## config.mk

```make
export PLATFORM = sky130hd
export DESIGN_NAME = bram_dual_arbiter_flat
export DESIGN_NICKNAME = d
export VERILOG_FILES = /design/src/rtl/bram_arb_pkg.sv /design/src/rtl/bram_dual_arbiter_if.sv /design/src/rtl/bram_dual_arbiter_rr_pick2.sv /design/src/rtl/bram_dual_arbiter.sv /design/src/flat_wrapper.sv
export SDC_FILE = /design/constraint.sdc
export NUM_CORES = 1
export LEC_CHECK = 0
export ABC_AREA = 1
export BUFFER_PORTS_ARGS = -buffer_cell sky130_fd_sc_hd__buf_4
export CELL_PAD_IN_SITES_DETAIL_PLACEMENT = 0
export CELL_PAD_IN_SITES_GLOBAL_PLACEMENT = 2
export CORE_AREA = 2 2 191 193
export DETAILED_ROUTE_END_ITERATION = 10
export DIE_AREA = 0 0 193 195
export GPL_ROUTABILITY_DRIVEN = 0
export PLACE_DENSITY = 0.82
export SLEW_MARGIN = 30
export SYNTH_ARGS = -nofsm -noshare
export SYNTH_HDL_FRONTEND = slang
export SYNTH_SLANG_ARGS = --single-unit
```

## constraint.sdc

```tcl
create_clock -name CLK -period 6.02 [get_ports CLK]
set_clock_uncertainty 0.05 [all_clocks]
set_input_delay 0 -clock CLK [delete_from_list [all_inputs] [get_ports CLK]]
set_output_delay 0 -clock CLK [all_outputs]
set_load 0.02 [all_outputs]
```

## src/rtl/bram_arb_pkg.sv

```systemverilog
// Shared constants and request bundle for the dual-port BRAM arbiter.
// Defaults here set the parameter values of the arbiter and its interface.
package bram_arb_pkg;

  localparam int DEF_NUM_REQ    = 4;
  localparam int DEF_ADDR_WIDTH = 10;
  localparam int DEF_DATA_WIDTH = 32;
  localparam int DEF_BE_WIDTH   = DEF_DATA_WIDTH / 8;

  typedef struct packed {
    logic                      we;
    logic [DEF_BE_WIDTH-1:0]   be;
    logic [DEF_ADDR_WIDTH-1:0] addr;
    logic [DEF_DATA_WIDTH-1:0] data;
  } req_t;

endpackage

```

## src/rtl/bram_dual_arbiter_if.sv

```systemverilog
// Requester-side bundle: per-requester valid/ready requests and read responses.
// The master side belongs to the requesters, the slave side to the arbiter.
interface bram_dual_arbiter_if
  import bram_arb_pkg::*;
#(
  parameter int NUM_REQ    = DEF_NUM_REQ,
  parameter int ADDR_WIDTH = DEF_ADDR_WIDTH,
  parameter int DATA_WIDTH = DEF_DATA_WIDTH,
  parameter int BE_WIDTH   = DATA_WIDTH / 8
);

  logic [NUM_REQ-1:0]                 req_valid;
  logic [NUM_REQ-1:0]                 req_ready;
  logic [NUM_REQ-1:0]                 req_we;
  logic [NUM_REQ-1:0][BE_WIDTH-1:0]   req_be;
  logic [NUM_REQ-1:0][ADDR_WIDTH-1:0] req_addr;
  logic [NUM_REQ-1:0][DATA_WIDTH-1:0] req_data;
  logic [NUM_REQ-1:0]                 resp_valid;
  logic [NUM_REQ-1:0][DATA_WIDTH-1:0] resp_data;

  modport master (
    output req_valid, req_we, req_be,
    output req_addr, req_data,
    input  req_ready, resp_valid, resp_data
  );

  modport slave (
    input  req_valid, req_we, req_be,
    input  req_addr, req_data,
    output req_ready, resp_valid, resp_data
  );

endinterface

```

## src/rtl/bram_dual_arbiter_rr_pick2.sv

```systemverilog
// Two-winner round-robin scan: the first valid at or after ptr wins port A,
// the next valid in the same circular order wins port B.
module rr_pick2 #(
  parameter int N  = 4,
  parameter int PW = $clog2(N)
) (
  input  logic [N-1:0]  valid,
  input  logic [PW-1:0] ptr,
  output logic [N-1:0]  grant_a,
  output logic [N-1:0]  grant_b,
  output logic          found_a,
  output logic          found_b
);

  logic [PW:0]   sum;
  logic [PW-1:0] idx;

  always_comb begin
    grant_a = '0;
    grant_b = '0;
    found_a = 1'b0;
    found_b = 1'b0;
    sum     = '0;
    idx     = '0;
    for (int i = 0; i < N; i++) begin
      sum = {1'b0, ptr} + (PW+1)'(i);
      if (sum >= (PW+1)'(N))
        sum = sum - (PW+1)'(N);
      idx = sum[PW-1:0];
      if (valid[idx]) begin
        if (!found_a) begin
          grant_a[idx] = 1'b1;
          found_a      = 1'b1;
        end else if (!found_b) begin
          grant_b[idx] = 1'b1;
          found_b      = 1'b1;
        end
      end
    end
  end

endmodule

```

## src/rtl/bram_dual_arbiter.sv

```systemverilog
// Shares one true dual-port BRAM among NUM_REQ requesters, two grants per
// cycle, with read data returned one cycle after the grant.
module bram_dual_arbiter
  import bram_arb_pkg::*;
#(
  parameter int NUM_REQ    = DEF_NUM_REQ,
  parameter int ADDR_WIDTH = DEF_ADDR_WIDTH,
  parameter int DATA_WIDTH = DEF_DATA_WIDTH,
  parameter int BE_WIDTH   = DATA_WIDTH / 8
) (
  input  logic                  CLK,
  input  logic                  RST_N,
  bram_dual_arbiter_if.slave    bus,
  output logic [DATA_WIDTH-1:0] DI_A,
  output logic [ADDR_WIDTH-1:0] ADDR_A,
  output logic                  WE_A,
  output logic                  RE_A,
  output logic [BE_WIDTH-1:0]   BE_A,
  input  logic [DATA_WIDTH-1:0] DO_A,
  output logic [DATA_WIDTH-1:0] DI_B,
  output logic [ADDR_WIDTH-1:0] ADDR_B,
  output logic                  WE_B,
  output logic                  RE_B,
  output logic [BE_WIDTH-1:0]   BE_B,
  input  logic [DATA_WIDTH-1:0] DO_B
);

  localparam int PW = $clog2(NUM_REQ);

  logic [PW-1:0]      ptr, nxt_ptr, last_id;
  logic [PW-1:0]      id_a, id_b;
  logic [NUM_REQ-1:0] gnt_a, gnt_b;
  logic               fnd_a, fnd_b;
  logic               conflict, go_a, go_b;
  logic               inf_vld_a, inf_vld_b;
  logic [PW-1:0]      inf_id_a, inf_id_b;

  rr_pick2 #(
    .N  (NUM_REQ),
    .PW (PW)
  ) u_pick (
    .valid   (bus.req_valid),
    .ptr     (ptr),
    .grant_a (gnt_a),
    .grant_b (gnt_b),
    .found_a (fnd_a),
    .found_b (fnd_b)
  );

  always_comb begin
    id_a = '0;
    id_b = '0;
    for (int i = 0; i < NUM_REQ; i++) begin
      if (gnt_a[i]) id_a = PW'(i);
      if (gnt_b[i]) id_b = PW'(i);
    end
  end

  // A same-address pair involving a write would race inside the RAM
  assign conflict = fnd_b
                 && (bus.req_addr[id_a] == bus.req_addr[id_b])
                 && (bus.req_we[id_a] || bus.req_we[id_b]);

  assign go_a = RST_N && fnd_a;
  assign go_b = RST_N && fnd_b && !conflict;

  assign bus.req_ready = ({NUM_REQ{go_a}} & gnt_a)
                       | ({NUM_REQ{go_b}} & gnt_b);

  assign last_id = go_b ? id_b : id_a;
  assign nxt_ptr = (last_id == PW'(NUM_REQ - 1)) ? '0
                 : last_id + 1'b1;

  always_comb begin
    DI_A   = '0;
    ADDR_A = '0;
    WE_A   = 1'b0;
    RE_A   = 1'b0;
    BE_A   = '0;
    if (go_a) begin
      ADDR_A = bus.req_addr[id_a];
      WE_A   = bus.req_we[id_a];
      RE_A   = !bus.req_we[id_a];
      if (bus.req_we[id_a]) begin
        BE_A = bus.req_be[id_a];
        DI_A = bus.req_data[id_a];
      end
    end
  end

  always_comb begin
    DI_B   = '0;
    ADDR_B = '0;
    WE_B   = 1'b0;
    RE_B   = 1'b0;
    BE_B   = '0;
    if (go_b) begin
      ADDR_B = bus.req_addr[id_b];
      WE_B   = bus.req_we[id_b];
      RE_B   = !bus.req_we[id_b];
      if (bus.req_we[id_b]) begin
        BE_B = bus.req_be[id_b];
        DI_B = bus.req_data[id_b];
      end
    end
  end

  always_ff @(posedge CLK or negedge RST_N) begin
    if (!RST_N) begin
      ptr       <= '0;
      inf_vld_a <= 1'b0;
      inf_vld_b <= 1'b0;
      inf_id_a  <= '0;
      inf_id_b  <= '0;
    end else begin
      inf_vld_a <= go_a && !bus.req_we[id_a];
      inf_vld_b <= go_b && !bus.req_we[id_b];
      inf_id_a  <= id_a;
      inf_id_b  <= id_b;
      if (go_a)
        ptr <= nxt_ptr;
    end
  end

  always_comb begin
    bus.resp_valid = '0;
    bus.resp_data  = '0;
    for (int i = 0; i < NUM_REQ; i++) begin
      if (inf_vld_a && inf_id_a == PW'(i)) begin
        bus.resp_valid[i] = 1'b1;
        bus.resp_data[i]  = DO_A;
      end
      if (inf_vld_b && inf_id_b == PW'(i)) begin
        bus.resp_valid[i] = 1'b1;
        bus.resp_data[i]  = DO_B;
      end
    end
  end

endmodule

```

## src/flat_wrapper.sv

```systemverilog
// flat-port wrapper written by rule: the top's interface ports become plain ports
module bram_dual_arbiter_flat import bram_arb_pkg::*;
#(
  parameter int NUM_REQ    = DEF_NUM_REQ,
  parameter int ADDR_WIDTH = DEF_ADDR_WIDTH,
  parameter int DATA_WIDTH = DEF_DATA_WIDTH,
  parameter int BE_WIDTH   = DATA_WIDTH / 8
)
  (CLK, RST_N, DI_A, ADDR_A, WE_A, RE_A, BE_A, DO_A, DI_B, ADDR_B, WE_B, RE_B, BE_B, DO_B, bus_req_valid, bus_req_we, bus_req_be, bus_req_addr, bus_req_data, bus_req_ready, bus_resp_valid, bus_resp_data);
  bram_dual_arbiter_if #(.NUM_REQ(NUM_REQ), .ADDR_WIDTH(ADDR_WIDTH), .DATA_WIDTH(DATA_WIDTH), .BE_WIDTH(BE_WIDTH)) bus_i ();
  input  logic CLK;
  input  logic RST_N;
  output logic [DATA_WIDTH-1:0] DI_A;
  output logic [ADDR_WIDTH-1:0] ADDR_A;
  output logic WE_A;
  output logic RE_A;
  output logic [BE_WIDTH-1:0] BE_A;
  input  logic [DATA_WIDTH-1:0] DO_A;
  output logic [DATA_WIDTH-1:0] DI_B;
  output logic [ADDR_WIDTH-1:0] ADDR_B;
  output logic WE_B;
  output logic RE_B;
  output logic [BE_WIDTH-1:0] BE_B;
  input  logic [DATA_WIDTH-1:0] DO_B;
  input wire logic [$bits(bus_i.req_valid)-1:0] bus_req_valid;
  input wire logic [$bits(bus_i.req_we)-1:0] bus_req_we;
  input wire logic [$bits(bus_i.req_be)-1:0] bus_req_be;
  input wire logic [$bits(bus_i.req_addr)-1:0] bus_req_addr;
  input wire logic [$bits(bus_i.req_data)-1:0] bus_req_data;
  output wire logic [$bits(bus_i.req_ready)-1:0] bus_req_ready;
  output wire logic [$bits(bus_i.resp_valid)-1:0] bus_resp_valid;
  output wire logic [$bits(bus_i.resp_data)-1:0] bus_resp_data;
  assign bus_i.req_valid = bus_req_valid;
  assign bus_i.req_we = bus_req_we;
  assign bus_i.req_be = bus_req_be;
  assign bus_i.req_addr = bus_req_addr;
  assign bus_i.req_data = bus_req_data;
  assign bus_req_ready = bus_i.req_ready;
  assign bus_resp_valid = bus_i.resp_valid;
  assign bus_resp_data = bus_i.resp_data;
  bram_dual_arbiter #(.NUM_REQ(NUM_REQ), .ADDR_WIDTH(ADDR_WIDTH), .DATA_WIDTH(DATA_WIDTH), .BE_WIDTH(BE_WIDTH)) u_core (.CLK(CLK), .RST_N(RST_N), .bus(bus_i), .DI_A(DI_A), .ADDR_A(ADDR_A), .WE_A(WE_A), .RE_A(RE_A), .BE_A(BE_A), .DO_A(DO_A), .DI_B(DI_B), .ADDR_B(ADDR_B), .WE_B(WE_B), .RE_B(RE_B), .BE_B(BE_B), .DO_B(DO_B));
endmodule
```

## Word-level counts from Yosys, hierarchy flattened

Cells that the tools add are included.

- Add/sub/neg operators: 8
- Magnitude comparators: 14
- Equal/unequal tests: 8
- Multiplexer cells: 99
- Bitwise gates (word level): 8
- Reductions and logical operators: 25

Operators by type and width:

| operator | number |
|---|---|
| $mux W32 | 14 |
| $bmux W32 S2 | 2 |
| $mux W4 | 21 |
| $bmux W10 S2 | 2 |
| $mux W10 | 4 |
| $mux W1 | 34 |
| $or A4 B4 Y4 | 6 |
| $mux W2 | 10 |
| $logic_and A1 B1 Y1 | 19 |
| $lt A2 B3 Y1 const B | 6 |
| $bmux W4 S2 | 2 |
| $bmux W1 S2 | 6 |
| $eq A10 B10 Y1 | 1 |
| $eq A2 B2 Y1 const B | 5 |
| $ge A3 B3 Y1 const B | 3 |
| $and A4 B4 Y4 | 2 |
| $demux W1 S2 | 4 |
| $ge A2 B1 Y1 const B | 4 |
| $sub A2 B1 Y2 const B | 4 |
| $add A2 B2 Y3 const B | 2 |
| $eq A2 B1 Y1 const B | 2 |
| $logic_not A2 Y1 | 2 |
| $add A2 B1 Y3 const B | 1 |
| $ge A2 B3 Y1 const B | 1 |
| 3 further kinds | 5 |

- Flip-flop bits (word level): 8
- Input bits: 258
- Output and inout bits: 232
- Logic and storage cells: 167

## Depth between registers and ports, before layout

- Depth in word-level cells: 30
- Mapped depth: 30
- Gate-level depth less buffers: 28

## By module

From an unflattened synthesis, not the netlist that was laid out.

- Cells, all modules: 1106
- Area total of the unflattened synthesis: 5679.2 µm²

By module, submodules not included:

| module | instances | cells an instance | area an instance (µm²) | sequential area each (µm²) |
|---|---|---|---|---|
| bram_dual_arbiter | 1 | 996 | 5111.2 | 200.2 |
| rr_pick2 | 1 | 110 | 568.0 | 0.0 |

## Worst setup path after synthesis

No wires, ideal clock.

- Path type: flip-flop to output port
- From: reg u_core.ptr[0]
- To: out BE_A[0]
- Arrival: 3544 ps
- Required time: 5970 ps
- Setup slack: 2426 ps
- Cell stages (with the launch flop): 20
- Path buffers: 2
- Path through: dfrtp_1 inv_2 ha_1 inv_1 nand3_1 nand2_4 nand3_2 nor2_1 nand2_1 nand2_2 nand2_1 nand2_2 buf_6 nand2_1 nand2_1 nand2_1 nor2_1 clkinv_1 clkbuf_1 a221oi_1

- Cells in the longest elaborated chain, start to end: 23
- Elaborated cells on any way between the ends: 67
- Those cells by class: add/sub (7); order compare (12); mux (40); bitwise (3); reduce/logical (5)

Ends and longest elaborated chain:

| element | RTL line | text |
|---|---|---|
| start: declaration | bram_dual_arbiter.sv:30 | `logic [PW-1:0] ptr, nxt_ptr, last_id;` |
| start signal: assignment | bram_dual_arbiter.sv:121 | `ptr <= nxt_ptr;` |
| $add A2 B1 Y3 (tied with other cells) | bram_dual_arbiter_rr_pick2.sv:26 | `sum = {1'b0, ptr} + (PW+1)'(i);` |
| $ge A3 B3 Y1 (tied with other cells) | bram_dual_arbiter_rr_pick2.sv:27 | `if (sum >= (PW+1)'(N))` |
| $mux W2 (tied with other cells) | bram_dual_arbiter_rr_pick2.sv:27 |  |
| $lt A2 B3 Y1 (not written as such) (tied with other cells) | bram_dual_arbiter_rr_pick2.sv:32 | `grant_a[idx] = 1'b1;` |
| $logic_and A1 B1 Y1 (not written as such) or $mux W1 (tied branches) | - |  |
| $mux W1 (not written as such) or $demux W1 S2 (tied branches) | - |  |
| $demux W1 S2 or $mux W4 (tied branches) | bram_dual_arbiter_rr_pick2.sv:32, bram_dual_arbiter_rr_pick2.sv:30 |  |
| $or A4 B4 Y4 (no line) | - |  |
| [6 not listed] | - |  |
| $mux W4 | bram_dual_arbiter_rr_pick2.sv:31 | `if (!found_a) begin` |
| $mux W4 | bram_dual_arbiter_rr_pick2.sv:30 | `if (valid[idx]) begin` |
| $mux W1 | bram_dual_arbiter.sv:54 | `if (gnt_a[i]) id_a = PW'(i);` |
| $mux W2 (2 in a row) | bram_dual_arbiter.sv:54 |  |
| $bmux W4 S2 or $bmux W1 S2 (tied branches) | bram_dual_arbiter.sv:85, bram_dual_arbiter.sv:84 |  |
| $mux W4 (not written as such) or $mux W1 (tied branches) | bram_dual_arbiter.sv:85, bram_dual_arbiter.sv:84 |  |
| $mux W4 | bram_dual_arbiter.sv:84 | `if (bus.req_we[id_a]) begin` |
| $mux W4 * | bram_dual_arbiter.sv:80 | `if (go_a) begin` |
| end: declaration | flat_wrapper.sv:17 | `output logic [BE_WIDTH-1:0] BE_A;` |

Every way passes the cells marked *; elsewhere a longest branch is shown, timed or not. The select of a mux whose other input is x is not followed.

## Worst setup path after layout

- From: reg u_core.ptr[0]
- To: out DI_B[20]

- Cells in the longest elaborated chain, start to end: 28
- Elaborated cells on any way between the ends: 97
- Those cells by class: add/sub (7); order compare (12); eq/ne (1); mux (62); bitwise (5); reduce/logical (10)

Ends and longest elaborated chain:

| element | RTL line | text |
|---|---|---|
| $add A2 B1 Y3 | bram_dual_arbiter_rr_pick2.sv:26 |  |
| $ge A3 B3 Y1 or $sub A2 B1 Y2 (tied branches) | bram_dual_arbiter_rr_pick2.sv:27, bram_dual_arbiter_rr_pick2.sv:28 |  |
| $mux W2 | bram_dual_arbiter_rr_pick2.sv:27 |  |
| $lt A2 B3 Y1 (not written as such) or $ge A2 B1 Y1 (tied branches) | bram_dual_arbiter_rr_pick2.sv:32, bram_dual_arbiter_rr_pick2.sv:35 |  |
| $logic_and A1 B1 Y1 (not written as such) | bram_dual_arbiter_rr_pick2.sv:32, bram_dual_arbiter_rr_pick2.sv:35 |  |
| $mux W1 (not written as such) | bram_dual_arbiter_rr_pick2.sv:32, bram_dual_arbiter_rr_pick2.sv:35 |  |
| $demux W1 S2 | bram_dual_arbiter_rr_pick2.sv:32, bram_dual_arbiter_rr_pick2.sv:35 |  |
| $mux W4 | bram_dual_arbiter_rr_pick2.sv:31 |  |
| [12 not listed] | - |  |
| $bmux W10 S2 | bram_dual_arbiter.sv:61 | `&& (bus.req_addr[id_a] == bus.req_addr[id_b])` |
| $mux W10 (not written as such) | bram_dual_arbiter.sv:61 |  |
| $eq A10 B10 Y1 | bram_dual_arbiter.sv:61 |  |
| $logic_and A1 B1 Y1 | bram_dual_arbiter.sv:61 |  |
| $logic_and A1 B1 Y1 | bram_dual_arbiter.sv:62 | `&& (bus.req_we[id_a] \|\| bus.req_we[id_b]);` |
| $logic_not A1 Y1 | bram_dual_arbiter.sv:65 | `assign go_b = RST_N && fnd_b && !conflict;` |
| $logic_and A1 B1 Y1 | bram_dual_arbiter.sv:65 |  |
| $mux W32 * | bram_dual_arbiter.sv:97 | `if (go_b) begin` |
| end: declaration | flat_wrapper.sv:19 | `output logic [DATA_WIDTH-1:0] DI_B;` |

Marked as above.

==> flow_summary.json <==
{
  "outcome": "complete, no violations",
  "startpoint_type": "register",
  "cts_htree_levels": 1,
  "syn_nets": 1421,
  "worst_pin_slew_ns": 0.8720,
  "rsz0062_at_grt": "false",
  "clockBufferDepth": 2,
  "fp.dieH_microns": 195,
  "fmax_ghz": 0.1827,
  "initial_core_util_pct": 15.97,
  "finalCritPeriodShare_pct": 90.92,
  "multiInputGateArea_sq_um": 4629,
  "io_buffers": 489,
  "clk_latency_ns": 0.24,
  "ys_warn_count": 0,
  "area_delta_synth_final_pct": 72.47,
  "wirelength_microns": 43330,
  "pre_cts_ws_ns": 0.8841,
  "dieArea_sq_um": 37640,
  "mostFrequentLayoutCell": "buf_4",
  "rows": 69,
  "fillers": 4102,
  "final_nets": 1843,
  "avgSynthCellArea_sq_um": 4.883,
  "ioPinCount": 490,
  "utilization_pct": 27.55,
  "finalHoldViolCount": 0,
  "crit_fanout": 37,
  "grt_use_total_pct": 21.51,
  "critPathArrivalTime_ns": 5.42,
  "syn_inst": 1158,
  "placed_area_sq_um": 9659,
  "grt_max_degree": 68,
  "slew_headroom_pct": 41.86,
  "fp.dieW_microns": 193,
  "drtIter0Drc": 553,
  "viasPerCell": 4.929,
  "synth_seq_cells": 8,
  "route.detailed.drc": 0,
  "crit_type": "reg -> out",
  "rr_worst_depth": 25,
  "cp-end-kind": "output port",
  "yosys.area.top_type": "nand2_1",
  "finalCriticalPeriod_ns": 5.473,
  "cts.reportedPaths.clkPinSlew_ns": 0.05,
  "final_area_sq_um": 9752,
  "ant_nets": 0,
  "layout_setup_ws_ns": 0.5469,
  "vias": 10060,
  "first_pass_iters": 5,
  "syn_area_sq_um": 5654,
  "setup_viol": 0,
  "yosys-top-cells-area": "nand2_1, o22ai_1, a21oi_1",
  "yosysTopAreaCellShare_pct": 25.43,
  "cts_setup_buffers": 0,
  "core_area_sq_um": 35400,
  "cts-root-buf": "clkbuf_16",
  "final_max_slew_viol_count": 0,
  "hold_path.class": "in -> async",
  "ctsResizeCount": 0,
  "yosysSeqAreaShare_pct": 3.541,
  "dp_hpwl_microns": 33300,
  "setup_tns_ns": 0,
  "crit_required_ns": 5.97,
  "ys_types": 28,
  "grt-ovfl-total": 0,
  "drv_cap": 0,
  "layout_common_cells": "buf_4, nand2_1, a21oi_1, o22ai_1, inv_1",
  "clkSinkCount": 8,
  "wl_per_cell_microns": 21.22,
  "cts_tree": "yes",
  "antenna_found_initial": 3,
  "grt_pass1_wl_microns": 62490,
  "numCtsBuffers": 3,
  "grt_pass1_vias": 9964,
  "layout-drive-gt1-share_pct": 35.17,
  "seqCellArea_sq_um": 200.2
}
==> critical path, stage by stage (launching register included) <==
cell and delay, ns:
dfrtp_1 0.54, inv_2 0.14, ha_1 0.37, inv_1 0.09, nand3_1 0.13, nand2_4 0.10
nand4_1 0.21, nor2_1 0.10, nor2_4 0.38, nand2_1 0.44, nand2_2 0.49, nand2_1 0.10
nand2_1 0.07, nand2_1 0.09, inv_1 0.06, nand2_1 0.04, nand2_1 0.08, inv_1 0.05
nand2_1 0.05, nor2_1 0.05, nand3_2 0.12, nand2_4 0.20, nor2_8 0.64, nand2_1 0.11
a21oi_1 0.28, buf_4 0.20
==> stage by stage <==
step	hold slack (ns)	instances
2_1_floorplan	-0.3456	1158
3_3_place_gp	-0.2040	2035
3_5_place_dp	-0.2037	2035
4_1_cts	0.08473	2039
5_1_grt	0.1073	2041
6_report	0.08553	2042
==> final cells by class <==
class,instances,share of cell area (%)
Tap cell,461,5.915
Multi-Input combinational cell,940,47.47
Inverter,119,4.580
Sequential cell,8,2.053
Clock buffer,3,0.7698
Antenna cell,3,0.07698
Timing Repair Buffer,508,39.13
==> timing repair <==
action                                 CTS  global route
setup endpoints to repair                0             0
endpoints found under the hold margin    8             0
hold buffers                             1             0
==> worst paths after layout <==
check / from / endpoint / slack, ns
worst max-delay path: u_core.ptr[0] / DI_B[20] / 0.55
worst min-delay path: RST_N / u_core.ptr[0] / 0.09
worst max register to register: u_core.ptr[0] / u_core.ptr[1] / 1.31
worst min register to register: u_core.ptr[1] / u_core.ptr[1] / 0.61
max in group asynchronous: RST_N / u_core.inf_id_a[1] / 5.66
min in group CLK: bus_req_we[3] / u_core.inf_vld_a / 0.14
==> flip-flops by register name (all words and copies together) (netlist names) <==
| name | flops |
|---|---|
| u_core.inf_id_a | 2 |
| u_core.inf_id_b | 2 |
| u_core.inf_vld_a | 1 |
| u_core.inf_vld_b | 1 |
| u_core.ptr | 2 |
==> per-layer routing <==
layer | vias to the layer above | global-route usage [%] | part of all wire [%]
met3 | 64 | 4.421 | 9.2
met1 | 4678 | 24.54 | 37
met4 | 2 | 7.660 | 3.6
li1 | 4788 | - | -
met2 | 532 | 39.13 | 50
met5 | - | 0 | 0.030
==> cells in the mapped netlist <==
master	number
o21ai_0	60
nor2_2	4
a21oi_1	157
nor3_1	5
inv_1	109
nand2_8	1
nand2_4	4
clkinv_1	1
nand3_1	49
ha_1	5
dfrtp_1	8
nor2_4	1
clkbuf_1	70
buf_1	4
buf_4	3
o22ai_1	132
inv_2	9
nand4_1	3
o21ai_1	6
a221oi_1	36
nand3_2	5
buf_2	10
o221ai_1	1
nor2_8	2
nor2_1	69
nand2_1	383
nand2_2	17
buf_6	4
==> kinds of logic (layout without fill, tap and decap cells) <==
group,Yosys count,count (layout),share of synthesized area (%)
AO/OA/AOI/OAI,392,392,40.08
adder cells (fa/ha/maj),5,5,1.106
buffers and inverters,210,630,14.89
flip-flops,8,8,3.541
other,0,3,0
AND/OR/NAND/NOR,543,543,40.39
Power is left out: the tool's default activity adds up to more than one toggle a clock period on the data nets, which glitch-free logic cannot reach.
